===== config.mk =====
export PLATFORM = sky130hd
export DESIGN_NAME = spram_stream_reader
export DESIGN_NICKNAME = d
export VERILOG_FILES = /design/src/rtl/spram_stream_reader.sv
export SDC_FILE = /design/constraint.sdc
export NUM_CORES = 1
export LEC_CHECK = 0
export CORE_MARGIN = 2
export CORE_UTILIZATION = 35
export CTS_BUF_LIST = sky130_fd_sc_hd__clkbuf_8
export CTS_CLUSTER_SIZE = 12
export DETAILED_ROUTE_END_ITERATION = 12
export DONT_BUFFER_PORTS = 1
export GPL_TIMING_DRIVEN = 0
export PLACE_DENSITY = 0.46
export SYNTH_ARGS = -nofsm -noshare
export SYNTH_HDL_FRONTEND = slang
export SYNTH_SLANG_ARGS = --single-unit

===== constraint.sdc =====
create_clock -name clk -period 3.7 [get_ports clk]
set_clock_uncertainty 0.1 [all_clocks]
set_input_delay 0.37 -clock clk [delete_from_list [all_inputs] [get_ports clk]]
set_output_delay 0.37 -clock clk [all_outputs]
set_load 0.01 [all_outputs]

===== src/rtl/spram_stream_reader.sv =====
// spram_stream_reader
//   Read engine for one single-port RAM bank. It takes (start address, length)
//   commands, reads the words through the shared RAM port's req/gnt arbiter, and
//   returns them as a valid/ready stream. The last beat of each burst is marked.
//   A 2-entry buffer absorbs the 1-cycle RAM read latency and downstream stalls.
// Ports
//   clk, rst_n             clock; asynchronous active-low reset
//   cmd_addr/len/valid     burst command (len 0 is accepted and ignored)
//   cmd_ready              high only when idle
//   ram_req/gnt/addr       read request; a read executes on req & gnt
//   ram_rdata              read data, valid the cycle after req & gnt
//   out_data/valid/last    output stream (buffer head)
//   out_ready              downstream ready
//   busy                   a command is in progress
module spram_stream_reader #(
  parameter int unsigned DATA_WIDTH = 8,
  parameter int unsigned RAM_DEPTH  = 32,
  parameter int unsigned ADDR_WIDTH = $clog2(RAM_DEPTH),
  parameter int unsigned LEN_WIDTH  = ADDR_WIDTH + 1
) (
  input  logic                  clk,
  input  logic                  rst_n,
  input  logic [ADDR_WIDTH-1:0] cmd_addr,
  input  logic [LEN_WIDTH-1:0]  cmd_len,
  input  logic                  cmd_valid,
  output logic                  cmd_ready,
  output logic                  ram_req,
  input  logic                  ram_gnt,
  output logic [ADDR_WIDTH-1:0] ram_addr,
  input  logic [DATA_WIDTH-1:0] ram_rdata,
  output logic [DATA_WIDTH-1:0] out_data,
  output logic                  out_valid,
  input  logic                  out_ready,
  output logic                  out_last,
  output logic                  busy
);

  localparam logic [ADDR_WIDTH-1:0] ADDR_MAX = ADDR_WIDTH'(RAM_DEPTH - 1);

  typedef enum logic [1:0] {IDLE, READ, DRAIN} state_e;

  state_e                state_q, state_d;
  logic [ADDR_WIDTH-1:0] addr_q;
  logic [LEN_WIDTH-1:0]  remaining_q;
  logic                  inflight_q;
  logic                  inflight_last_q;
  logic [DATA_WIDTH-1:0] buf_data_q [2];
  logic [1:0]            buf_last_q;
  logic                  rd_ptr_q, wr_ptr_q;
  logic [1:0]            count_q;

  logic                  cmd_fire, gnt_fire, pop, push, final_word;
  logic [2:0]            occupancy;

  assign cmd_fire   = cmd_valid & cmd_ready;
  assign gnt_fire   = ram_req & ram_gnt;
  assign pop        = out_valid & out_ready;
  assign push       = inflight_q;
  assign final_word = (remaining_q == LEN_WIDTH'(1));

  assign ram_addr  = addr_q;
  assign out_valid = (count_q != 2'd0);
  assign out_data  = buf_data_q[rd_ptr_q];
  // The head slot keeps stale flags after it drains, so gate last with valid.
  assign out_last  = out_valid & buf_last_q[rd_ptr_q];

  // State register
  always_ff @(posedge clk or negedge rst_n) begin
    if (!rst_n) state_q <= IDLE;
    else        state_q <= state_d;
  end

  // Next-state logic
  always_comb begin
    state_d = state_q;
    unique case (state_q)
      IDLE:    if (cmd_fire && cmd_len != '0) state_d = READ;
      READ:    if (gnt_fire && final_word)    state_d = DRAIN;
      DRAIN:   if (pop && out_last)           state_d = IDLE;
      default: state_d = IDLE;
    endcase
  end

  // Outputs. The credit check counts the entry that will hold each word after
  // this cycle's push/pop, so an issued read always has room in the buffer.
  always_comb begin
    cmd_ready = (state_q == IDLE);
    busy      = (state_q != IDLE);
    occupancy = {1'b0, count_q} + {2'b00, inflight_q} - {2'b00, pop};
    ram_req   = (state_q == READ) && (remaining_q != '0) && (occupancy < 3'd2);
  end

  // Address / length / in-flight tracking
  always_ff @(posedge clk or negedge rst_n) begin
    if (!rst_n) begin
      addr_q          <= '0;
      remaining_q     <= '0;
      inflight_q      <= 1'b0;
      inflight_last_q <= 1'b0;
    end else begin
      if (cmd_fire && cmd_len != '0) begin
        addr_q      <= cmd_addr;
        remaining_q <= cmd_len;
      end else if (gnt_fire) begin
        addr_q      <= (addr_q == ADDR_MAX) ? '0 : addr_q + 1'b1;
        remaining_q <= remaining_q - 1'b1;
      end
      inflight_q      <= gnt_fire;
      inflight_last_q <= gnt_fire & final_word;
    end
  end

  // 2-entry output buffer
  always_ff @(posedge clk or negedge rst_n) begin
    if (!rst_n) begin
      for (int unsigned i = 0; i < 2; i++) buf_data_q[i] <= '0;
      buf_last_q <= '0;
      rd_ptr_q   <= 1'b0;
      wr_ptr_q   <= 1'b0;
      count_q    <= '0;
    end else begin
      if (push) begin
        buf_data_q[wr_ptr_q] <= ram_rdata;
        buf_last_q[wr_ptr_q] <= inflight_last_q;
        wr_ptr_q             <= ~wr_ptr_q;
      end
      if (pop) rd_ptr_q <= ~rd_ptr_q;
      unique case ({push, pop})
        2'b10:   count_q <= count_q + 1'b1;
        2'b01:   count_q <= count_q - 1'b1;
        default: count_q <= count_q;
      endcase
    end
  end

endmodule


==> results.py, run 1 <==
metrics = {
    "logic_synthesis": {
        "synth_area_leader_cell": "dfrtp_1",
        "ys_async_sr_fraction_pct": 100,
        "synth_cell_types": 42,
        "netlist.area_leader.share_pct": 49.4,
        "synthFlopType": "dfrtp_1",
        "netlist_area_um2": 1870,
        "syn-num-nets": 193,
        "ys_ff_latch": 37,
        "avgSynthCellArea_um2": 11.5,
        "synth_seq_area_share_pct": 49.4,
        "ys.warnings.count": 0,
        "postSynthCellCount": 163,
        "synthTopCellsByArea": "dfrtp_1 (49%), mux2_2 (16%), ha_1 (3.3%)",
        "synth_edf_count": 0,
    },
    "worst_setup_path": {
        "cp-start-kind": "flip-flop",
        "critical_path_class": "reg2reg",
        "cp.arrival_ns": 3.41,
        "required_ns": 3.77,
        "cp_max_fo": 7,
        "end_kind": "flip-flop",
    },
    "clocking": {
        "cts_setup_buffers": 0,
        "cts_resized": 0,
        "h-tree-depth": 2,
        "clock_latency_ns": 0.28,
        "cts.sinks": 37,
        "cts-root-buf": "clkbuf_8",
        "clockBufferDepth": 2,
        "cts_made_buffers": 5,
        "ctsHoldBuffers": 2,
        "cts_tree": "yes",
        "cts.clk_slew.worst_paths_ns": 0.07,
    },
    "drt": {
        "wl_per_cell_um": 15.1,
        "dr.pass1.iters": 4,
        "drt-total-wl_mm": 3.67,
        "vias": 1267,
        "drt_iter0_drc": 29,
        "drcViolationCount": 0,
        "antenna_left": 0,
        "post_drt_via_cell_ratio": 5.21,
    },
    "global_routing": {
        "grt_max_degree": 38,
        "antenna_found_initial": 0,
        "grt_overflow": 0,
        "grt_pass1_wl_mm": 6.23,
        "grt_pass1_vias": 1324,
        "grt_usage_pct": 13.4,
    },
    "finish": {
        "final_cell_area_um2": 2070,
        "drive_above_1_share_pct": 25.4,
        "area_delta_synth_final_pct": 10.7,
        "num_antenna_cells": 0,
        "nNetsFinal": 202,
    },
    "sta": {
        "slew_headroom_pct": 59.1,
        "setup_viol": 0,
        "finalSetupTns_ns": 0,
        "grt_setup_unrepaired": "no",
        "drv_slew": 0,
        "period_share_pct": 90.2,
        "tightestPinTransition_ns": 0.609,
        "fmax_mhz": 299,
        "hold_viol_final": 0,
        "final.min_clock_period_ns": 3.34,
    },
    "die": {
        "die_w_um": 77.2,
        "rows": 26,
        "start_util_pct": 36.5,
        "die_h_um": 77.2,
        "die_area_um2": 5960,
        "ios": 42,
        "core-area_um2": 5140,
    },
    "power_and_ir_drop": {
        "switching_share_pct": 39.5,
        "powerDensity_nw_per_um2": 883,
        "switchingPower_mw": 0.724,
        "intPower_mw": 1.11,
        "ir_drop_v": 0.000304,
        "p_leak_nw": 0.922,
        "pwr-share-clk_pct": 14.5,
        "p_seq_share_pct": 40.0,
        "combPwrFrac_pct": 45.5,
    },
    "place": {
        "place_area_um2": 1960,
        "hpwl_mm": 2.63,
        "globalplace.congestion": 0.807,
        "numPortBuffers": 0,
    },
    "outcome": {
        "status": "finished clean",
    },
    "run": {
        "drv_cap": 0,
    },
    "min_path": {
        "hp-class": "in2reg",
    },
}
[flip-flops by register name, summed over array words and instances (netlist names)]
| signal | cells |
|---|---|
| inflight_last_q | 1 |
| wr_ptr_q | 1 |
| ram_addr | 5 |
| remaining_q | 6 |
| count_q | 2 |
| buf_data_q | 16 |
| buf_last_q | 2 |
| state_q | 2 |
| rd_ptr_q | 1 |
| inflight_q | 1 |
[power by group through the flow]
stage / Clock (mW) / Sequential, mW / Combinational, mW
after floorplan: 0 / 0.704 / 0.692
after global placement: 0 / 0.727 / 0.813
after detailed placement: 0 / 0.739 / 0.834
after CTS: 0.281 / 0.732 / 0.848
after global routing: 0.306 / 0.759 / 0.931
final: 0.265 / 0.733 / 0.833
[worst paths after layout]
check	start	endpoint	slack (ns)	cells after the start
max	count_q[1]	ram_addr[3]	0.36	11
min	cmd_len[4]	remaining_q[4]	0.11	2
max reg2reg	count_q[1]	ram_addr[3]	0.36	11
min reg2reg	wr_ptr_q	wr_ptr_q	0.39	1
max in group asynchronous	rst_n	buf_data_q[9]	2.88	2
min in group asynchronous	rst_n	buf_data_q[8]	0.44	2
[cell usage after synthesis, types with 2 or more instances]
cell type  instances
xor2_1             2
ha_1               5
dfrtp_1           37
clkbuf_1           3
a221o_2            2
inv_1             11
and3_1             2
a31oi_1            2
nand3_1            4
o22ai_1            2
a211oi_1           2
nand2_1           14
mux2_2            26
a21oi_1            5
nor3_1             4
xnor2_1            2
mux2i_1            4
nand2b_1           2
nor2_1            11
[per-stage QoR]
step / std cells / utilization, % / setup WS [ns] / hold WS (ns) / total power, mW
after floorplan: 163 / - / 0.810 / -0.0256 / 1.40
after global placement: 233 / 38.2 / 0.387 / -0.0246 / 1.54
after detailed placement: 233 / 38.2 / 0.356 / -0.0247 / 1.57
after CTS: 243 / 40.4 / 0.337 / 0.0930 / 1.86
after global routing: 243 / 40.4 / 0.0664 / 0.101 / 2.00
final: 243 / 40.4 / 0.361 / 0.109 / 1.83
[cell usage in the layout, fill, tap and decap left out, drive strengths merged, types with 2 or more instances in the layout]
cell type  count
a211oi         2
a21oi          5
a221o          2
a31oi          2
and3           2
buf            3
clkbuf         8
clkinv         2
dfrtp         37
ha             5
inv           12
mux2          26
mux2i          4
nand2         15
nand2b         2
nand3          4
nor2          11
nor3           4
o22ai          2
xnor2          2
xor2           2
[cell type report]
class                      instances  area (µm²)
buffer                             5        27.5
clock buffer                       5        68.8
clock inverter                     3        13.8
fill                             530        3070
inverter                          11        41.3
multi-input combinational        110         880
sequential                        37         926
tap                               70        87.6
timing repair buffer               2        30.0
[critical path, stage by stage, from the launching register on]
cell	delay, ns
dfrtp_1	0.48
nand2_1	0.08
nor2_1	0.17
a21oi_1	0.09
nand2b_1	0.16
fa_1	0.50
nand3b_1	0.11
a311oi_1	0.56
nand2_1	0.25
inv_1	0.23
nor2_1	0.14
a221o_2	0.35
[metal layers]
layer	wire length (µm)	vias to the layer above	GRT usage, %
li1	-	598	-
met1	1610	623	16.1
met2	1770	42	21.7
met3	264	4	5.41
met4	35	0	4.82
met5	0	-	0
[logic make-up (layout without fill, tap and decap cells)]
| group | Yosys count | after routing | share of synthesized area (%) |
|---|---|---|---|
| AOI/OAI and AO/OA | 25 | 25 | 10.9 |
| xor gates and xnor gates | 4 | 4 | 1.87 |
| adders and majority gates | 6 | 6 | 4.41 |
| buffers and inverters | 16 | 26 | 3.67 |
| DFF | 37 | 37 | 49.4 |
| muxes | 30 | 30 | 17.8 |
| and+or+nand+nor | 45 | 45 | 12.0 |
Power figures use the tool's default switching activity.
==> inputs of run 2 (changes only) <==
TNS_END_PERCENT = 20   (was not set)
clock period = 3.55 ns   (was 3.7 ns; I/O delays follow)
==> results.py, run 2 (synthesized netlist as in run 1, its figures left out) <==
metrics = {
    "finish": {
        "final_cell_mix": "dfrtp_1 (37), mux2_2 (26), nand2_1 (14)",
        "num_antenna_cells": 0,
        "nNetsFinal": 202,
        "fillers": 529,
        "drive_above_1_share_pct": 26.0,
        "final_common_cell": "dfrtp_1",
        "largest_reg_flops": 16,
        "area_delta_synth_final_pct": 11.0,
        "final_cell_area_um2": 2080,
        "regMostFlops": "buf_data_q",
    },
    "worst_setup_path": {
        "timing.critical_path.slowest_cell_delay_ns": 0.50,
        "r2r-end": "ram_addr[3]",
        "required_ns": 3.62,
        "reg2reg_depth": 11,
        "cp-start-kind": "flip-flop",
        "reg2reg_from": "count_q[1]",
        "rrSetupSlack_ns": 0.39,
        "critical_path_class": "reg2reg",
        "cp.arrival_ns": 3.23,
        "crit_slowest_cell": "fa_1",
        "cp_max_fo": 7,
        "end_kind": "flip-flop",
        "cp_cell_sequence": "nand2_1, nor2_1, a21oi_1, nand2b_1, fa_1, nand3b_1, a311oi_2, nand2_1, inv_1, nor2_1, a221o_2",
    },
    "clocking": {
        "cts.clk_slew.worst_paths_ns": 0.07,
        "cts.sinks": 37,
        "cts-root-buf": "clkbuf_8",
        "h-tree-depth": 2,
        "cts_tree": "yes",
        "cts_setup_buffers": 0,
        "cts_made_buffers": 5,
        "clockBufferDepth": 2,
        "clock_latency_ns": 0.28,
    },
    "place": {
        "globalplace.congestion": 0.807,
        "hpwl_mm": 2.63,
        "place_area_um2": 1960,
        "numPortBuffers": 0,
    },
    "min_path": {
        "hp-start": "cmd_len[4]",
        "worstHoldPathCells": 2,
        "holdPathEnd": "remaining_q[4]",
        "hp-class": "in2reg",
    },
    "drt": {
        "wl_per_cell_um": 15.1,
        "post_drt_via_cell_ratio": 5.18,
        "drt_iter0_drc": 28,
        "drt-total-wl_mm": 3.67,
        "vias": 1258,
        "dr.pass1.iters": 4,
        "drcViolationCount": 0,
        "antenna_left": 0,
    },
    "sta": {
        "whs_ns": 0.0943,
        "setup_viol": 0,
        "hold_viol_final": 0,
        "period_share_pct": 89.1,
        "slew_headroom_pct": 59.5,
        "final.min_clock_period_ns": 3.16,
        "fmax_mhz": 316,
        "grt_setup_unrepaired": "no",
        "finalSetupTns_ns": 0,
        "drv_slew": 0,
        "tightestPinTransition_ns": 0.607,
    },
    "die": {
        "ios": 42,
        "rows": 26,
        "die_w_um": 77.2,
        "start_util_pct": 36.5,
        "core-area_um2": 5140,
        "die_h_um": 77.2,
        "die_area_um2": 5960,
    },
    "power_and_ir_drop": {
        "p_leak_nw": 0.923,
        "ir_drop_v": 0.000316,
        "powerDensity_nw_per_um2": 924,
    },
    "global_routing": {
        "grt_pass1_vias": 1324,
        "grt_usage_pct": 13.4,
        "grt_pass1_wl_mm": 6.23,
        "antenna_found_initial": 0,
        "grt_overflow": 0,
        "grt_max_degree": 38,
    },
    "outcome": {
        "status": "finished clean",
    },
    "run": {
        "drv_cap": 0,
    },
}
==> run 2: changes by cell type in the layout (fill, tap and decap cells not counted) <==
cell	previous run	this run
a311oi_2	0	1
a311oi_1	1	0
==> run 2: critical path: cells and delay by family (launching register included) <==
kind	cells	cell delay, ns
AO/OA/AOI/OAI	3	0.86
flip-flops	1	0.48
adder cells (fa/ha/maj)	1	0.50
buffers and inverters	1	0.22
AND/OR/NAND/NOR	6	0.89
==> run 2: routing by layer <==
layer  wire (µm)  vias to the layer above  GRT usage [%]
li1            -                      598              -
met1        1590                      617           16.1
met2        1770                       41           21.7
met3         278                        2           5.41
met4          23                        0           4.82
met5           0                        -              0
==> run 2: timing repair <==
item,in CTS,in global routing
setup endpoints to repair,0,3
hold buffers,2,0
resized for setup,0,1
hold endpoints to repair,37,0
==> run 2: final cells by class <==
| type | instances | area (µm²) | area share [%] |
|---|---|---|---|
| Clock inverter | 3 | 13.8 | 0.661 |
| Inverter | 11 | 41.3 | 1.98 |
| Buffer | 5 | 27.5 | 1.32 |
| Timing Repair Buffer | 2 | 30.0 | 1.44 |
| Tap cell | 70 | 87.6 | 4.21 |
| Sequential cell | 37 | 926 | 44.5 |
| Multi-Input combinational cell | 110 | 886 | 42.6 |
| Clock buffer | 5 | 68.8 | 3.31 |
==> run 2: how the worst max path moves through the flow <==
stage	slack, ns	endpoint	from	depth (start not counted)
2_1_floorplan	0.66	remaining_q[1]	count_q[1]	11
3_3_place_gp	0.24	ram_addr[3]	count_q[1]	11
3_5_place_dp	0.21	ram_addr[3]	count_q[1]	11
4_1_cts	0.19	ram_addr[3]	count_q[1]	11
5_1_grt	0.11	ram_addr[3]	count_q[1]	11
6_report	0.39	ram_addr[3]	count_q[1]	11
==> run 2: through the flow <==
stage	total power, mW	utilization [%]	std cells	setup slack (ns)
finish	1.92	40.5	243	0.388
global route	2.10	40.5	243	0.109
CTS	1.94	40.4	243	0.187
detailed placement	1.64	38.2	233	0.206
global placement	1.61	38.2	233	0.237
floorplan	1.46	-	163	0.660
==> run 2: report_power, final <==
part	leakage, nW	switching, mW	internal (mW)	total (mW)
clock network	0.0491	0.144	0.133	0.277
registers	0.447	0.145	0.618	0.763
logic	0.427	0.473	0.410	0.883
total	0.923	0.762	1.16	1.92
